==> config.mk <==
export PLATFORM = sky130hd
export DESIGN_NAME = alu_rr_arbiter
export DESIGN_NICKNAME = d
export VERILOG_FILES = /design/src/rtl/alu_rr_arbiter.sv
export SDC_FILE = /design/constraint.sdc
export NUM_CORES = 1
export LEC_CHECK = 0
export ABC_AREA = 1
export ABC_CLOCK_PERIOD_IN_PS = 2900
export BUFFER_PORTS_ARGS = -buffer_cell sky130_fd_sc_hd__buf_2
export CAP_MARGIN = 10
export CORE_AREA = 2 2 84 86
export CTS_CLUSTER_SIZE = 24
export DETAILED_ROUTE_END_ITERATION = 12
export DIE_AREA = 0 0 86 88
export PLACE_DENSITY = 0.85
export SLEW_MARGIN = 20
export SYNTH_ARGS = -nofsm -noshare
export SYNTH_HDL_FRONTEND = slang
export SYNTH_SLANG_ARGS = --single-unit
==> constraint.sdc <==
create_clock -name clk -period 2.9 [get_ports clk]
set_input_delay 0.145 -clock clk [delete_from_list [all_inputs] [get_ports clk]]
set_output_delay 0.145 -clock clk [all_outputs]
set_load 0.02 [all_outputs]
==> src/rtl/alu_rr_arbiter.sv <==
// alu_rr_arbiter
//   Shares a single ALU between NUM_REQ requesters. Requests are granted
//   round-robin, one op per valid/ready handshake. The ALU is driven through
//   ISSUE (one enable pulse) and WAIT (wait for alu_ready, bounded by
//   TIMEOUT cycles). The result is returned on one response channel tagged
//   with the requester id. Every output is registered.
//
// Optional feature (macro ALU_ARB_OPCHK_EN):
//   When defined, an op outside 1..13 is still accepted but answered
//   directly with rsp_err=1 and is never issued to the ALU.
//
// Ports
//   clk, reset_n          clock (rising edge), async active-low reset
//   req_valid/req_ready   per-requester handshake (req_ready is a 1-cycle one-hot pulse)
//   req_op/in1/in2        packed per-requester fields (5/8/8 bits per requester)
//   rsp_valid/rsp_ready   response handshake
//   rsp_id/out/status/err response payload; status = {carry, neg, eq, lt, gt}
//   alu_enable/op/in1/in2 drive the ALU
//   alu_out/status/ready  results from the ALU
module alu_rr_arbiter #(
  parameter int NUM_REQ = 4,
  parameter int TIMEOUT = 15,
  localparam int IDW = $clog2(NUM_REQ)
) (
  input  logic                 clk,
  input  logic                 reset_n,
  input  logic [NUM_REQ-1:0]   req_valid,
  output logic [NUM_REQ-1:0]   req_ready,
  input  logic [5*NUM_REQ-1:0] req_op,
  input  logic [8*NUM_REQ-1:0] req_in1,
  input  logic [8*NUM_REQ-1:0] req_in2,
  output logic                 rsp_valid,
  input  logic                 rsp_ready,
  output logic [IDW-1:0]       rsp_id,
  output logic [7:0]           rsp_out,
  output logic [4:0]           rsp_status,
  output logic                 rsp_err,
  output logic                 alu_enable,
  output logic [4:0]           alu_op,
  output logic [7:0]           alu_in1,
  output logic [7:0]           alu_in2,
  input  logic [7:0]           alu_out,
  input  logic [4:0]           alu_status,
  input  logic                 alu_ready
);

  typedef enum logic [1:0] {IDLE, ISSUE, WAIT, RESP} state_t;

  localparam logic [IDW:0]         NREQ_W  = (IDW+1)'(NUM_REQ);
  localparam logic [IDW-1:0]       PTR_RST = IDW'(NUM_REQ-1);
  localparam logic [7:0]           TO_LAST = 8'(TIMEOUT-1);
  localparam logic [NUM_REQ-1:0]   ONE_HOT = {{(NUM_REQ-1){1'b0}}, 1'b1};

  state_t               state, state_nxt;
  logic [IDW-1:0]       ptr, ptr_nxt;
  logic [7:0]           cnt, cnt_nxt;
  logic [NUM_REQ-1:0]   req_ready_nxt;
  logic                 alu_enable_nxt;
  logic [4:0]           alu_op_nxt;
  logic [7:0]           alu_in1_nxt, alu_in2_nxt;
  logic                 rsp_valid_nxt, rsp_err_nxt;
  logic [IDW-1:0]       rsp_id_nxt;
  logic [7:0]           rsp_out_nxt;
  logic [4:0]           rsp_status_nxt;

  logic                 any_valid;
  logic [IDW-1:0]       grant;
  logic [IDW:0]         cand;
  logic [IDW-1:0]       cand_idx;
  logic [4:0]           sel_op;
  logic [7:0]           sel_in1, sel_in2;
  logic                 op_reject;

  // Round-robin search: the first valid requester after the last grant wins.
  // cand carries one extra bit so ptr+k can be wrapped without overflow.
  always_comb begin
    any_valid = 1'b0;
    grant     = '0;
    cand      = '0;
    cand_idx  = '0;
    for (int k = 1; k <= NUM_REQ; k++) begin
      cand = {1'b0, ptr} + (IDW+1)'(k);
      if (cand >= NREQ_W) cand = cand - NREQ_W;
      cand_idx = cand[IDW-1:0];
      if (!any_valid && req_valid[cand_idx]) begin
        any_valid = 1'b1;
        grant     = cand_idx;
      end
    end
  end

  // Select the granted requester's packed fields.
  always_comb begin
    sel_op  = '0;
    sel_in1 = '0;
    sel_in2 = '0;
    for (int i = 0; i < NUM_REQ; i++) begin
      if (grant == IDW'(i)) begin
        sel_op  = req_op[5*i +: 5];
        sel_in1 = req_in1[8*i +: 8];
        sel_in2 = req_in2[8*i +: 8];
      end
    end
  end

`ifdef ALU_ARB_OPCHK_EN
  assign op_reject = (sel_op == 5'd0) || (sel_op > 5'd13);
`else
  assign op_reject = 1'b0;
`endif

  // State register plus every registered output.
  always_ff @(posedge clk or negedge reset_n) begin
    if (!reset_n) begin
      state      <= IDLE;
      ptr        <= PTR_RST;
      cnt        <= '0;
      req_ready  <= '0;
      alu_enable <= 1'b0;
      alu_op     <= '0;
      alu_in1    <= '0;
      alu_in2    <= '0;
      rsp_valid  <= 1'b0;
      rsp_id     <= '0;
      rsp_out    <= '0;
      rsp_status <= '0;
      rsp_err    <= 1'b0;
    end else begin
      state      <= state_nxt;
      ptr        <= ptr_nxt;
      cnt        <= cnt_nxt;
      req_ready  <= req_ready_nxt;
      alu_enable <= alu_enable_nxt;
      alu_op     <= alu_op_nxt;
      alu_in1    <= alu_in1_nxt;
      alu_in2    <= alu_in2_nxt;
      rsp_valid  <= rsp_valid_nxt;
      rsp_id     <= rsp_id_nxt;
      rsp_out    <= rsp_out_nxt;
      rsp_status <= rsp_status_nxt;
      rsp_err    <= rsp_err_nxt;
    end
  end

  // Next-state and next-output logic. Response fields and ALU operands hold
  // by default; req_ready and alu_enable are pulses and default low.
  always_comb begin
    state_nxt      = state;
    ptr_nxt        = ptr;
    cnt_nxt        = cnt;
    req_ready_nxt  = '0;
    alu_enable_nxt = 1'b0;
    alu_op_nxt     = alu_op;
    alu_in1_nxt    = alu_in1;
    alu_in2_nxt    = alu_in2;
    rsp_valid_nxt  = rsp_valid;
    rsp_id_nxt     = rsp_id;
    rsp_out_nxt    = rsp_out;
    rsp_status_nxt = rsp_status;
    rsp_err_nxt    = rsp_err;
    case (state)
      IDLE: begin
        if (any_valid) begin
          req_ready_nxt = ONE_HOT << grant;
          ptr_nxt       = grant;
          rsp_id_nxt    = grant;
          cnt_nxt       = '0;
          if (op_reject) begin
            state_nxt      = RESP;
            rsp_valid_nxt  = 1'b1;
            rsp_out_nxt    = '0;
            rsp_status_nxt = '0;
            rsp_err_nxt    = 1'b1;
          end else begin
            state_nxt      = ISSUE;
            alu_enable_nxt = 1'b1;
            alu_op_nxt     = sel_op;
            alu_in1_nxt    = sel_in1;
            alu_in2_nxt    = sel_in2;
          end
        end
      end
      ISSUE: begin
        state_nxt = WAIT;
        cnt_nxt   = '0;
      end
      WAIT: begin
        if (alu_ready) begin
          state_nxt      = RESP;
          rsp_valid_nxt  = 1'b1;
          rsp_out_nxt    = alu_out;
          rsp_status_nxt = alu_status;
          rsp_err_nxt    = 1'b0;
          cnt_nxt        = '0;
        end else if (cnt == TO_LAST) begin
          // This is the TIMEOUT-th WAIT cycle without alu_ready.
          state_nxt      = RESP;
          rsp_valid_nxt  = 1'b1;
          rsp_out_nxt    = '0;
          rsp_status_nxt = '0;
          rsp_err_nxt    = 1'b1;
          cnt_nxt        = '0;
        end else begin
          cnt_nxt = cnt + 8'd1;
        end
      end
      RESP: begin
        if (rsp_ready) begin
          state_nxt     = IDLE;
          rsp_valid_nxt = 1'b0;
          alu_op_nxt    = '0;
          alu_in1_nxt   = '0;
          alu_in2_nxt   = '0;
        end
      end
      default: state_nxt = IDLE;
    endcase
  end

endmodule

Word-level counts from Yosys, hierarchy flattened

Cells that the tools add are included.

Register bits after elaboration: 55
Bits of input ports: 105
Output and inout port bits: 43
Word-level logic and storage cells: 121

Add/subtract/negate cells: 9
$lt $le $gt $ge: 8
Equality and inequality tests: 10
Shift-type cells: 1
Multiplexer cells: 62
Reductions and logical operators: 18

Operators with widths:

| kind                  | number |
|---|---|
| $mux W8               | 16 |
| $mux W5               | 8 |
| $pmux W8 S2           | 2 |
| $mux W2               | 12 |
| $pmux W8 S3           | 1 |
| $mux W1               | 14 |
| $ge A3 B3 Y1 const B  | 4 |
| $lt A2 B3 Y1 const B  | 4 |
| $pmux W5 S2           | 1 |
| $reduce_and A3 Y1     | 3 |
| $add A8 B1 Y8 const B | 1 |
| $bmux W1 S2           | 4 |
| $eq A2 B2 Y1 const B  | 4 |
| $eq A8 B4 Y1 const B  | 1 |
| $mux W4               | 2 |
| $pmux W2 S4           | 1 |
| $sub A2 B1 Y2 const B | 4 |
| $add A2 B2 Y3 const B | 2 |
| $reduce_and A2 Y1     | 3 |
| $reduce_bool A2 Y1    | 3 |
| $eq A2 B1 Y1 const B  | 2 |
| $logic_not A2 Y1      | 2 |
| $ne A2 B2 Y1 const B  | 2 |
| $shl A1 B2 Y4 const A | 1 |
| 7 further kinds       | 11 |

Depth between registers and ports, before layout

Gate-level depths: netlist of run 1.

Depth after elaboration: 22
Mapped depth: 18
Depth with buffers taken out: 16

Worst setup path before layout of run 1

Ideal clock, no wire load.

Kind: register to register
From: reg ptr[0]
To: reg alu_in1[5]
Library setup time: 0.116 ns
Data arrival time: 1.785 ns
Required time: 2.784 ns
Slack: 0.998 ns
Stages on the path, launching flop included: 17
Buffers on the path: 2
Period minus slack after synthesis: 1.902 ns
Cells stage by stage: dfstp_2 inv_2 buf_4 nand2_1 nand2_1 nand2_2 nand2_2 inv_2 nand2_1 nand2_2 nand3_2 buf_4 or2_0 nand3_1 nand2_1 nand2_1 nand2_1

Longest elaborated chain between the ends: 22
Elaborated cells between the ends (all ways): 50
Those cells by class: add/sub: 8; order compare: 4; eq/ne: 4; mux: 26; reduce/logical: 8

RTL lines:

| item                                          | RTL line | text |
|---|---|---|
| start, declared                               | 55       | `logic [IDW-1:0] ptr, ptr_nxt;` |
| start signal, assigned                        | 130      | `ptr <= ptr_nxt;` |
| $add A2 B1 Y3                                 | 82       | `cand = {1'b0, ptr} + (IDW+1)'(k);` |
| $ge A3 B3 Y1 or $sub A2 B1 Y2 (tied branches) | 83       | `if (cand >= NREQ_W) cand = cand - NREQ_W;` |
| $mux W2                                       | 83       |  |
| $bmux W1 S2                                   | 85       | `if (!any_valid && req_valid[cand_idx]) begin` |
| $mux W1 (implied by the code)                 | 85       |  |
| $mux W1                                       | 85       |  |
| $logic_not A1 Y1                              | 85       |  |
| $logic_and A1 B1 Y1                           | 85       |  |
| [3 not listed]                                | -        |  |
| $mux W1                                       | 85       |  |
| $logic_not A1 Y1                              | 85       |  |
| $logic_and A1 B1 Y1                           | 85       |  |
| $mux W2                                       | 85       |  |
| $logic_not A2 Y1                              | 98       | `if (grant == IDW'(i)) begin` |
| $mux W8 (4 in a row)                          | 98       |  |
| $mux W8                                       | 163      | `if (any_valid) begin` |
| $pmux W8 S2                                   | 161      | `case (state)` |
| end signal, assigned                          | 135      | `alu_in1 <= alu_in1_nxt;` |
| end, declared                                 | 40       | `output logic [7:0] alu_in1,` |

Parallel ways exist; a longest one is shown, timed or not. The select of a mux whose other input is x is not followed.
A chain may end at the register's enable or synchronous reset.

Worst setup path after layout of run 1

From: reg ptr[0]
To: reg alu_in1[1]

The elaborated chain is that of the path after synthesis.

==> results.yml, run 1 <==
status:
  status: "complete, no violations"
cts:
  cts_inserted_buffers: 5
  cts_resized: 0
  tritoncts: "done"
  cts_root_buf: "clkbuf_8"
  cts_sinks: 55
  cts_setup_buffers: 0
  clk_latency_ps: 310
  cts.htree.levels: 2
  path_clk_slew_ps: 100
  clock_path_buffers: 2
floorplan:
  rows: 30
  io_pins: 148
  design.core.area_um2: 6640
  dieArea_um2: 7570
  die_w_um: 86
  die_h_um: 88
  initial_utilization_pct: 50.5
setup_path:
  worstPathRequired_ps: 3110
  worst-path-max-fanout: 30
  crit_type: "flop to flop"
  worstSetupEndpointType: "flop"
  start_kind: "flop"
  cp_common_cell: "nand2_1"
  critical_path_buf_inv_count: 2
  cp_slowest_cell: "dfstp_2"
  cp_top_family: "simple AND/OR/NAND/NOR gates"
  path_cells: "inv_2 > nand2_1 > nand2_1 > nand2_2 > nand2_2 > nor2_4 > nand3_2 > nand2_4 > nand2_2 > o21ai_1 > inv_1 > nand2_1 > nand2_1"
  cpPeakStageDelay_ps: 650
  worst_ep_arrival_time_ps: 2800
logic_synthesis:
  synth-seq-cells: 55
  synth-xor-area-share_pct: 0.783
  synth_adder_area_share_pct: 1.86
  syn_area_um2: 3360
  synth-compound-area-share_pct: 12.1
  synth_nets: 562
  syn_area_per_cell_um2: 7.43
  synth_area_leaders: "dfrtp_1 (40%), nand2_1 (18%), inv_1 (4.9%), nand3_1 (4.6%), o21ai_0 (3.4%)"
  ys_seq_area_share_pct: 41.1
  synth_cell_types: 33
  synthSimpleGateAreaFrac_pct: 35.0
  synth_mux_area_share_pct: 0
  yosys_warnings: 0
  synth_top_area_cell: "dfrtp_1"
  syn_inst: 452
  synth_top_family_by_area: "simple AND/OR/NAND/NOR gates"
  netlist.area_leader.share_pct: 39.5
pwr:
  p_clk_share_pct: 8.1
  p_sw_w: 0.00293
  p_int_w: 0.00244
  irDropWorstVdd_mv: 0.935
  seqPwrFrac_pct: 23.3
  sw_frac_of_total_pct: 54.6
  p_leak_nw: 2.51
  powerDensity_nw_per_um2: 1280
  pwr-share-comb_pct: 68.6
global_routing:
  grt_max_degree: 35
  met3_usage_pct: 4.34
  grtUsageTotal_pct: 23.0
  grt-busiest-layer: "met2"
  grt_pass1_vias: 3214
  grt_overflow: 0
  grt_pass1_wl_mm: 14.0
  antenna_found_initial: 0
  met1_usage_pct: 28.1
  use_met2_pct: 41.4
finish:
  final_cell_mix: "nand2_1 (158), buf_2 (147), dfrtp_1 (53)"
  area_growth_pct: 24.9
  fin_nets: 702
  fin_cells: 673
  mostFrequentLayoutCell: "nand2_1"
  n_antenna_cell: 0
  drive_gt1_share_pct: 33.1
  utilization_pct: 63.1
job:
  drv_cap: 0
sta:
  finalCritPeriodShare_pct: 89.2
  slew_violations: 0
  setup_violations: 0
  rsz0062_at_grt: "no"
  skew_ps: 8.00
  fin_setup_tns_ps: 0
  worst_pin_slew_ps: 915
  fmax_mhz: 387
  min_period_ps: 2590
  relSlewSlack_pct: 38.8
  finalHoldViolations: 0
route:
  vias_per_cell: 5.07
  drc: 0
  drt-pass1-iter-count: 4
  wl_per_cell_um: 13.0
  first_iter_violations: 99
  totalWireLength_mm: 8.73
  dr_total_vias: 3415
  drtAntennaViolNets: 0
place:
  place.gp.congestion: 0.933
  io_buffers: 147
  dp_hpwl_mm: 6.77
  dp_cells: 664
min_path:
  hp-class: "input pin to flop"
-- metrics by stage --
stage               worst slack [ps]  instance area (um^2)  total power, W  hold WS, ps
floorplan                        998                  3360         0.00423         -151
global route                    12.3                  4190         0.00591         36.1
finish                           313                  4190         0.00537         52.1
global placement                 458                  4090         0.00483          123
CTS                              328                  4190         0.00541         47.9
detailed placement               346                  4090         0.00496          131
-- final cells by class --
type                            instances  area [um^2]
Clock buffer                            5         68.8
Clock inverter                          3         22.5
Fill cell                             600         2450
Inverter                               50          188
Multi-Input combinational cell        329         1670
Sequential cell                        55         1380
Tap cell                               80          100
Timing Repair Buffer                  151          768
-- cell usage after synthesis (all sizes together) --
library cell    n
a21boi          1
a21oi           7
a22o           13
buf            16
clkbuf          2
dfrtp          53
dfstp           2
ha              5
inv            50
nand2         168
nand3          34
nand3b         12
nand4           3
nor2           20
nor3            4
o211ai          1
o21ai          45
o31ai           1
or2            12
xnor2           1
xor2            2
-- cells by family after synthesis --
kind of cell / after synthesis
buf+inv: 68
simple gates: 253
fa+ha+maj: 5
flops: 55
compound gates: 68
xor+xnor: 3
-- what timing repair did --
action / in CTS / in global routing
hold buffers: 1 / 0
endpoints found under the setup margin: 0 / 0
hold endpoints to repair: 21 / 0
-- per-layer routing --
| metal | up-vias | share of wire, % |
|---|---|---|
| met5 | - | 0 |
| met1 | 1519 | 42 |
| met3 | 22 | 6.3 |
| met2 | 152 | 49 |
| li1 | 1722 | - |
| met4 | 0 | 1.8 |
-- path summary, 6_finish.rpt --
check                           start             to  slack (ps)  depth (start not counted)
setup / recovery               ptr[0]     alu_in1[1]         310                         13
hold / removal             alu_out[7]     rsp_out[7]          50                          2
setup reg to reg               ptr[0]     alu_in1[1]         310                         13
hold reg to reg            alu_in2[4]     alu_in2[4]         480                          2
max in group asynchronous     reset_n         ptr[0]        1760                          3
min in group asynchronous     reset_n  rsp_status[4]         310                          2
-- power by group through the flow --
stage	clock (W)	sequential (W)	combinational (W)
after floorplan	0	0.00153	0.00270
after detailed placement	0	0.00126	0.00370
after global routing	0.000473	0.00128	0.00416
final	0.000435	0.00125	0.00369
after global placement	0	0.00125	0.00358
after CTS	0.000444	0.00125	0.00371
-- flip-flops by register name (all words and copies together) (netlist names) --
| name | flops |
|---|---|
| rsp_err | 1 |
| alu_in2 | 8 |
| cnt | 8 |
| rsp_out | 8 |
| state | 2 |
| alu_op | 5 |
| rsp_status | 5 |
| alu_in1 | 8 |
| alu_enable | 1 |
| req_ready | 4 |
| rsp_id | 2 |
| ptr | 2 |
| rsp_valid | 1 |
Note: power is estimated with default switching activity, not from simulation.
==> run 2: changes to the inputs <==
--- a/config.mk
+++ b/config.mk
@@ -13,6 +13,7 @@
 export CTS_CLUSTER_SIZE = 24
 export DETAILED_ROUTE_END_ITERATION = 12
 export DIE_AREA = 0 0 86 88
+export GPL_TIMING_DRIVEN = 0
 export PLACE_DENSITY = 0.85
 export SLEW_MARGIN = 20
 export SYNTH_ARGS = -nofsm -noshare
==> run 2 against run 1 <==
  * Combinational power rose by 10%
  * Clock power rose by 2%
  * Hold slack barely moved
  * Cell count rose by 2.2%
  * Register-to-register slack improved by 380 ps
  * Global-route usage rose by 0.54 points
  * Sequential power barely moved
  * Largest cell class unchanged
  * Largest power group unchanged
==> results.yml, run 2 (synthesis results as in run 1) <==
status:
  status: "complete, no violations"
sta:
  setup_violations: 0
  fin_setup_tns_ps: 0
  relSlewSlack_pct: 55.7
  min_period_ps: 2210
  finalCritPeriodShare_pct: 76.3
  skew_ps: 5.35
  rsz0062_at_grt: "no"
  worst_pin_slew_ps: 665
  layout_setup_ws_ps: 689
  slew_violations: 0
  fmax_mhz: 452
  finalHoldViolations: 0
cts:
  path_clk_slew_ps: 100
  cts.htree.levels: 2
  cts_inserted_buffers: 5
  clk_latency_ps: 310
  tritoncts: "done"
  cts_root_buf: "clkbuf_8"
  cts_sinks: 55
  clock_path_buffers: 2
  cts_resized: 0
route:
  first_iter_violations: 132
  totalWireLength_mm: 8.96
  drtAntennaViolNets: 0
  drt-pass1-iter-count: 5
  drc: 0
  vias_per_cell: 5.09
  dr_total_vias: 3501
  wl_per_cell_um: 13.0
setup_path:
  worst_ep_arrival_time_ps: 2470
  critical_path_buf_inv_count: 4
  worstPathRequired_ps: 3160
  worstSetupEndpointType: "flop"
  cpPeakStageDelay_ps: 550
  start_kind: "flop"
  cp_top_family: "simple AND/OR/NAND/NOR gates"
  worstReg2RegEnd: "alu_in1[3]"
  path_cells: "inv_2 > buf_4 > nand2_1 > nand2_1 > nand2_2 > nand2_2 > inv_2 > nand2_1 > nand2_2 > nand3_2 > buf_4 > nor2_4 > nand2_1 > nand3_1 > nand2_1 > nand2_1"
  crit_type: "flop to flop"
  r2r_setup_slack_ps: 690
  cp_slowest_cell: "dfstp_2"
  r2r-start: "ptr[0]"
  worst-path-max-fanout: 10
  rr_worst_depth: 16
  cp_common_cell: "nand2_1"
finish:
  utilization_pct: 64.7
  fillers: 579
  fin_nets: 717
  final_cell_mix: "nand2_1 (158), buf_2 (154), dfrtp_1 (53)"
  drive_gt1_share_pct: 34.4
  n_antenna_cell: 0
  area_growth_pct: 28.1
  mostFrequentLayoutCell: "nand2_1"
floorplan:
  initial_utilization_pct: 50.5
  design.core.area_um2: 6640
  die_w_um: 86
  rows: 30
  dieArea_um2: 7570
  io_pins: 148
  die_h_um: 88
pwr:
  p_leak_nw: 2.57
  powerDensity_nw_per_um2: 1340
  irDropWorstVdd_mv: 0.882
min_path:
  min_to: "rsp_status[2]"
  holdCritStartpoint: "alu_status[2]"
  hold-path-cell-count: 2
  hp-class: "input pin to flop"
place:
  place.gp.congestion: 0.894
  io_buffers: 147
  dp_slack_ps: 741
  dp_hpwl_mm: 7.11
global_routing:
  antenna_found_initial: 0
  met3_usage_pct: 4.05
  grtUsageTotal_pct: 23.6
  grt_pass1_wl_mm: 14.2
  grt_pass1_vias: 3222
  grt-busiest-layer: "met2"
  grt_max_degree: 56
  met1_usage_pct: 28.9
  grt_overflow: 0
  use_met2_pct: 42.7
job:
  drv_cap: 0
## run 2: cell count changes in the layout (fill, tap and decap cells not counted), sizes merged
cell,delta
buf,+13
clkbuf,+2
clkinv,-1
clkinvlp,+1
## run 2: routing by layer
metal  wire length (um)  vias up  part of all wire (%)
met3                640       13                   7.1
li1                   -     1753                     -
met1               3750     1579                    42
met2               4440      156                    49
met4                135        0                   1.5
met5                  0        -                     0
## run 2: worst max-delay path by stage
stage                     slack [ps]  cells after the start         end    from
after floorplan                 1000                     16  alu_in1[5]  ptr[0]
after global placement           790                     14  alu_in1[2]  ptr[0]
after detailed placement         740                     16  alu_in1[3]  ptr[0]
after CTS                        700                     16  alu_in1[3]  ptr[0]
after global routing             490                     14  alu_in1[5]  ptr[0]
final                            690                     16  alu_in1[3]  ptr[0]
## run 2: final cells by class
type,count,area (um^2),area share [%]
inverters,50,188,4.36
clock buffers,5,68.8,1.60
clock inverters,3,27.5,0.640
well taps,80,100,2.33
plain buffers,18,123,2.85
multi-input cells,329,1670,38.8
repair buffers,148,748,17.4
flip-flops and latches,55,1380,32.1
## run 2: repair_timing
action	4_1_cts	5_1_grt
endpoints found under the hold margin	53	0
buffers inserted	0	0
hold buffers	1	0
## run 2: where the power goes
group          internal, W  total, W  leakage, nW  switching [W]
clock network     0.000178  0.000444       0.0463       0.000266
logic              0.00141   0.00407         1.81        0.00265
registers          0.00108   0.00123        0.710       0.000158
total              0.00267   0.00575         2.57        0.00308
## run 2: per-stage QoR
stage | std cells | area [um^2] | total power, W | hold slack [ps]
2_1_floorplan | 452 | 3360 | 0.00423 | -151
3_3_place_gp | 679 | 4190 | 0.00517 | 369
3_5_place_dp | 679 | 4200 | 0.00531 | 230
4_1_cts | 688 | 4300 | 0.00576 | 46.3
5_1_grt | 688 | 4300 | 0.00627 | 35.0
6_report | 688 | 4300 | 0.00575 | 52.0
## run 2: worst reg2reg max path: cells and delay by family (launching register included)
family / cells / cell delay (ps)
AND/OR/NAND/NOR: 12 / 1140
flip-flops: 1 / 550
buffers and inverters: 4 / 480
==> run 3: changes to the inputs <==
--- a/config.mk
+++ b/config.mk
@@ -6,15 +6,15 @@
 export NUM_CORES = 1
 export LEC_CHECK = 0
 export ABC_AREA = 1
-export ABC_CLOCK_PERIOD_IN_PS = 2900
+export ABC_CLOCK_PERIOD_IN_PS = 2190
 export BUFFER_PORTS_ARGS = -buffer_cell sky130_fd_sc_hd__buf_2
 export CAP_MARGIN = 10
-export CORE_AREA = 2 2 84 86
+export CORE_AREA = 2 2 87 89
 export CTS_CLUSTER_SIZE = 24
 export DETAILED_ROUTE_END_ITERATION = 12
-export DIE_AREA = 0 0 86 88
+export DIE_AREA = 0 0 89 91
 export GPL_TIMING_DRIVEN = 0
-export PLACE_DENSITY = 0.85
+export PLACE_DENSITY = 0.8
 export SLEW_MARGIN = 20
 export SYNTH_ARGS = -nofsm -noshare
 export SYNTH_HDL_FRONTEND = slang
==> constraint.sdc (replaced) <==
create_clock -name clk -period 2.19 [get_ports clk]
set_input_delay 0.1095 -clock clk [delete_from_list [all_inputs] [get_ports clk]]
set_output_delay 0.1095 -clock clk [all_outputs]
set_load 0.02 [all_outputs]
==> run 3 against run 2 <==
  * The flow now finishes with violations (setup timing)
  * Die area is 7.0% higher
  * Global-route usage fell by 1.5 points
  * Non-clock buffer count grew 8
  * Clock skew increased by 1.5 ps
  * Hold slack got worse by 40 ps
  * Via count up 3.5%
  * Core utilization increased by 1.4 points
  * Flip-flop and latch count is the same
  * Count of clock-buffer cells in the layout unchanged
  * Clock power increased by 57%
  * Cell area grew 9.7%
  * Highest routed layer unchanged
==> results.yml, run 3 (synthesis results as in run 1) <==
floorplan:
  die_w_um: 89
  rows: 31
  dieArea_um2: 8100
  die_h_um: 91
  io_pins: 148
  design.core.area_um2: 7140
  initial_utilization_pct: 47.0
global_routing:
  grt_overflow: 0
  grtUsageTotal_pct: 22.1
  grt_pass1_wl_mm: 14.4
  antenna_found_initial: 0
  grt_pass1_vias: 3298
  grt_max_degree: 56
pwr:
  seqPwrFrac_pct: 18.0
  sw_frac_of_total_pct: 52.0
  p_leak_nw: 2.71
  pwr-share-comb_pct: 74.3
  p_total_w: 0.00903
  irDropWorstVdd_mv: 1.39
  p_sw_w: 0.00470
  p_clk_share_pct: 7.7
  powerDensity_nw_per_um2: 1910
  p_int_w: 0.00433
cts:
  cts_sinks: 55
  clk_latency_ps: 310
  cts_inserted_buffers: 5
  tritoncts: "done"
  path_clk_slew_ps: 110
  clock_path_buffers: 2
  cts.htree.levels: 2
  cts_root_buf: "clkbuf_8"
min_path:
  hold-path-cell-count: 2
  hp-class: "input pin to flop"
route:
  wl_per_cell_um: 13.8
  drt-pass1-iter-count: 4
  dr_total_vias: 3623
  first_iter_violations: 123
  drc: 0
  totalWireLength_mm: 9.94
  vias_per_cell: 5.05
  drtAntennaViolNets: 0
setup_path:
  worst-path-max-fanout: 9
  crit_type: "flop to flop"
  worstPathRequired_ps: 2410
  start_kind: "flop"
  rr_worst_depth: 17
  worst_ep_arrival_time_ps: 2430
  worstSetupEndpointType: "flop"
finish:
  area_growth_pct: 40.6
  n_antenna_cell: 0
  fillers: 644
  final_cell_mix: "buf_2 (149), nand2_1 (147), dfrtp_1 (53)"
  drive_gt1_share_pct: 41.4
  finalInstanceArea_um2: 4720
  mostFrequentLayoutCell: "buf_2"
  fin_nets: 728
sta:
  fin_hold_ws_ps: 12.3
  min_period_ps: 2210
  rsz0062_at_grt: "yes"
  relSlewSlack_pct: 54.2
  skew_ps: 6.87
  finalHoldViolations: 0
  fmax_mhz: 452
  worst_pin_slew_ps: 687
  setup_violations: 6
  finalCritPeriodShare_pct: 101
  layout_setup_ws_ps: -22.9
  fin_setup_tns_ps: -91.0
  slew_violations: 0
place:
  place.gp.congestion: 0.895
  placed_area_um2: 4220
  dp_hpwl_mm: 7.11
  io_buffers: 147
job:
  drv_cap: 0
status:
  status: "finished with violations"
  violations: "setup timing"
run 3: repair_timing:
action	4_1_cts	5_1_grt
endpoints found under the setup margin	3	40
hold buffers	1	0
cloned	0	5
resized for setup	1	73
buffers inserted	0	7
hold endpoints to repair	53	0
pin swaps	0	9
run 3: worst max-delay path, cell delays in order, from the launching register on:
cell and delay, ps:
dfstp_2 570, inv_2 50, buf_8 130, nand2_2 60, nand2_2 90, nand2_1 80, nand2_1 70, nand2_2 90
nand2_2 70, nand2_4 100, nand2_4 60, nor2_4 180, nand2_4 120, clkbuf_16 180, o21ai_2 120, inv_1 50
nand2_1 60, nand2_1 40
run 3: metrics by stage:
stage	utilization [%]	cells	setup WS (ps)
CTS	60.9	707	2.32
finish	66.1	718	-22.9
global route	66.1	718	-166
detailed placement	59.1	698	17.3
global placement	59.1	698	60.6
floorplan	-	452	288
run 3: worst paths after layout:
check,end,slack (ps),start
setup / recovery,alu_op[2],-20,ptr[0]
hold / removal,rsp_status[0],10,alu_status[0]
setup reg to reg,alu_op[2],-20,ptr[0]
hold reg to reg,alu_in1[0],480,alu_in1[0]
max in group asynchronous,alu_in1[2],1360,reset_n
min in group asynchronous,req_ready[2],370,reset_n
run 3: power groups by stage:
stage / Clock, W / Sequential (W) / Combinational, W
floorplan: 0 / 0.00203 / 0.00357
global placement: 0 / 0.00164 / 0.00521
detailed placement: 0 / 0.00165 / 0.00534
CTS: 0.000713 / 0.00163 / 0.00539
global route: 0.000753 / 0.00167 / 0.00732
finish: 0.000697 / 0.00163 / 0.00671
run 3: routing by layer:
layer,part of all wire [%],track usage [%]
met1,41,27.1
met5,0,0
met4,1.3,4.85
met2,51,39.6
met3,6.2,4.36
run 3: cell type report:
class / count / area (um^2) / area share [%]
Multi-Input combinational cell: 332 / 1890 / 40.1
Timing Repair Buffer: 157 / 851 / 18.0
Sequential cell: 55 / 1380 / 29.2
Clock buffer: 5 / 68.8 / 1.46
Inverter: 50 / 195 / 4.14
Tap cell: 99 / 124 / 2.62
Buffer: 17 / 161 / 3.42
Clock inverter: 3 / 46.3 / 0.981
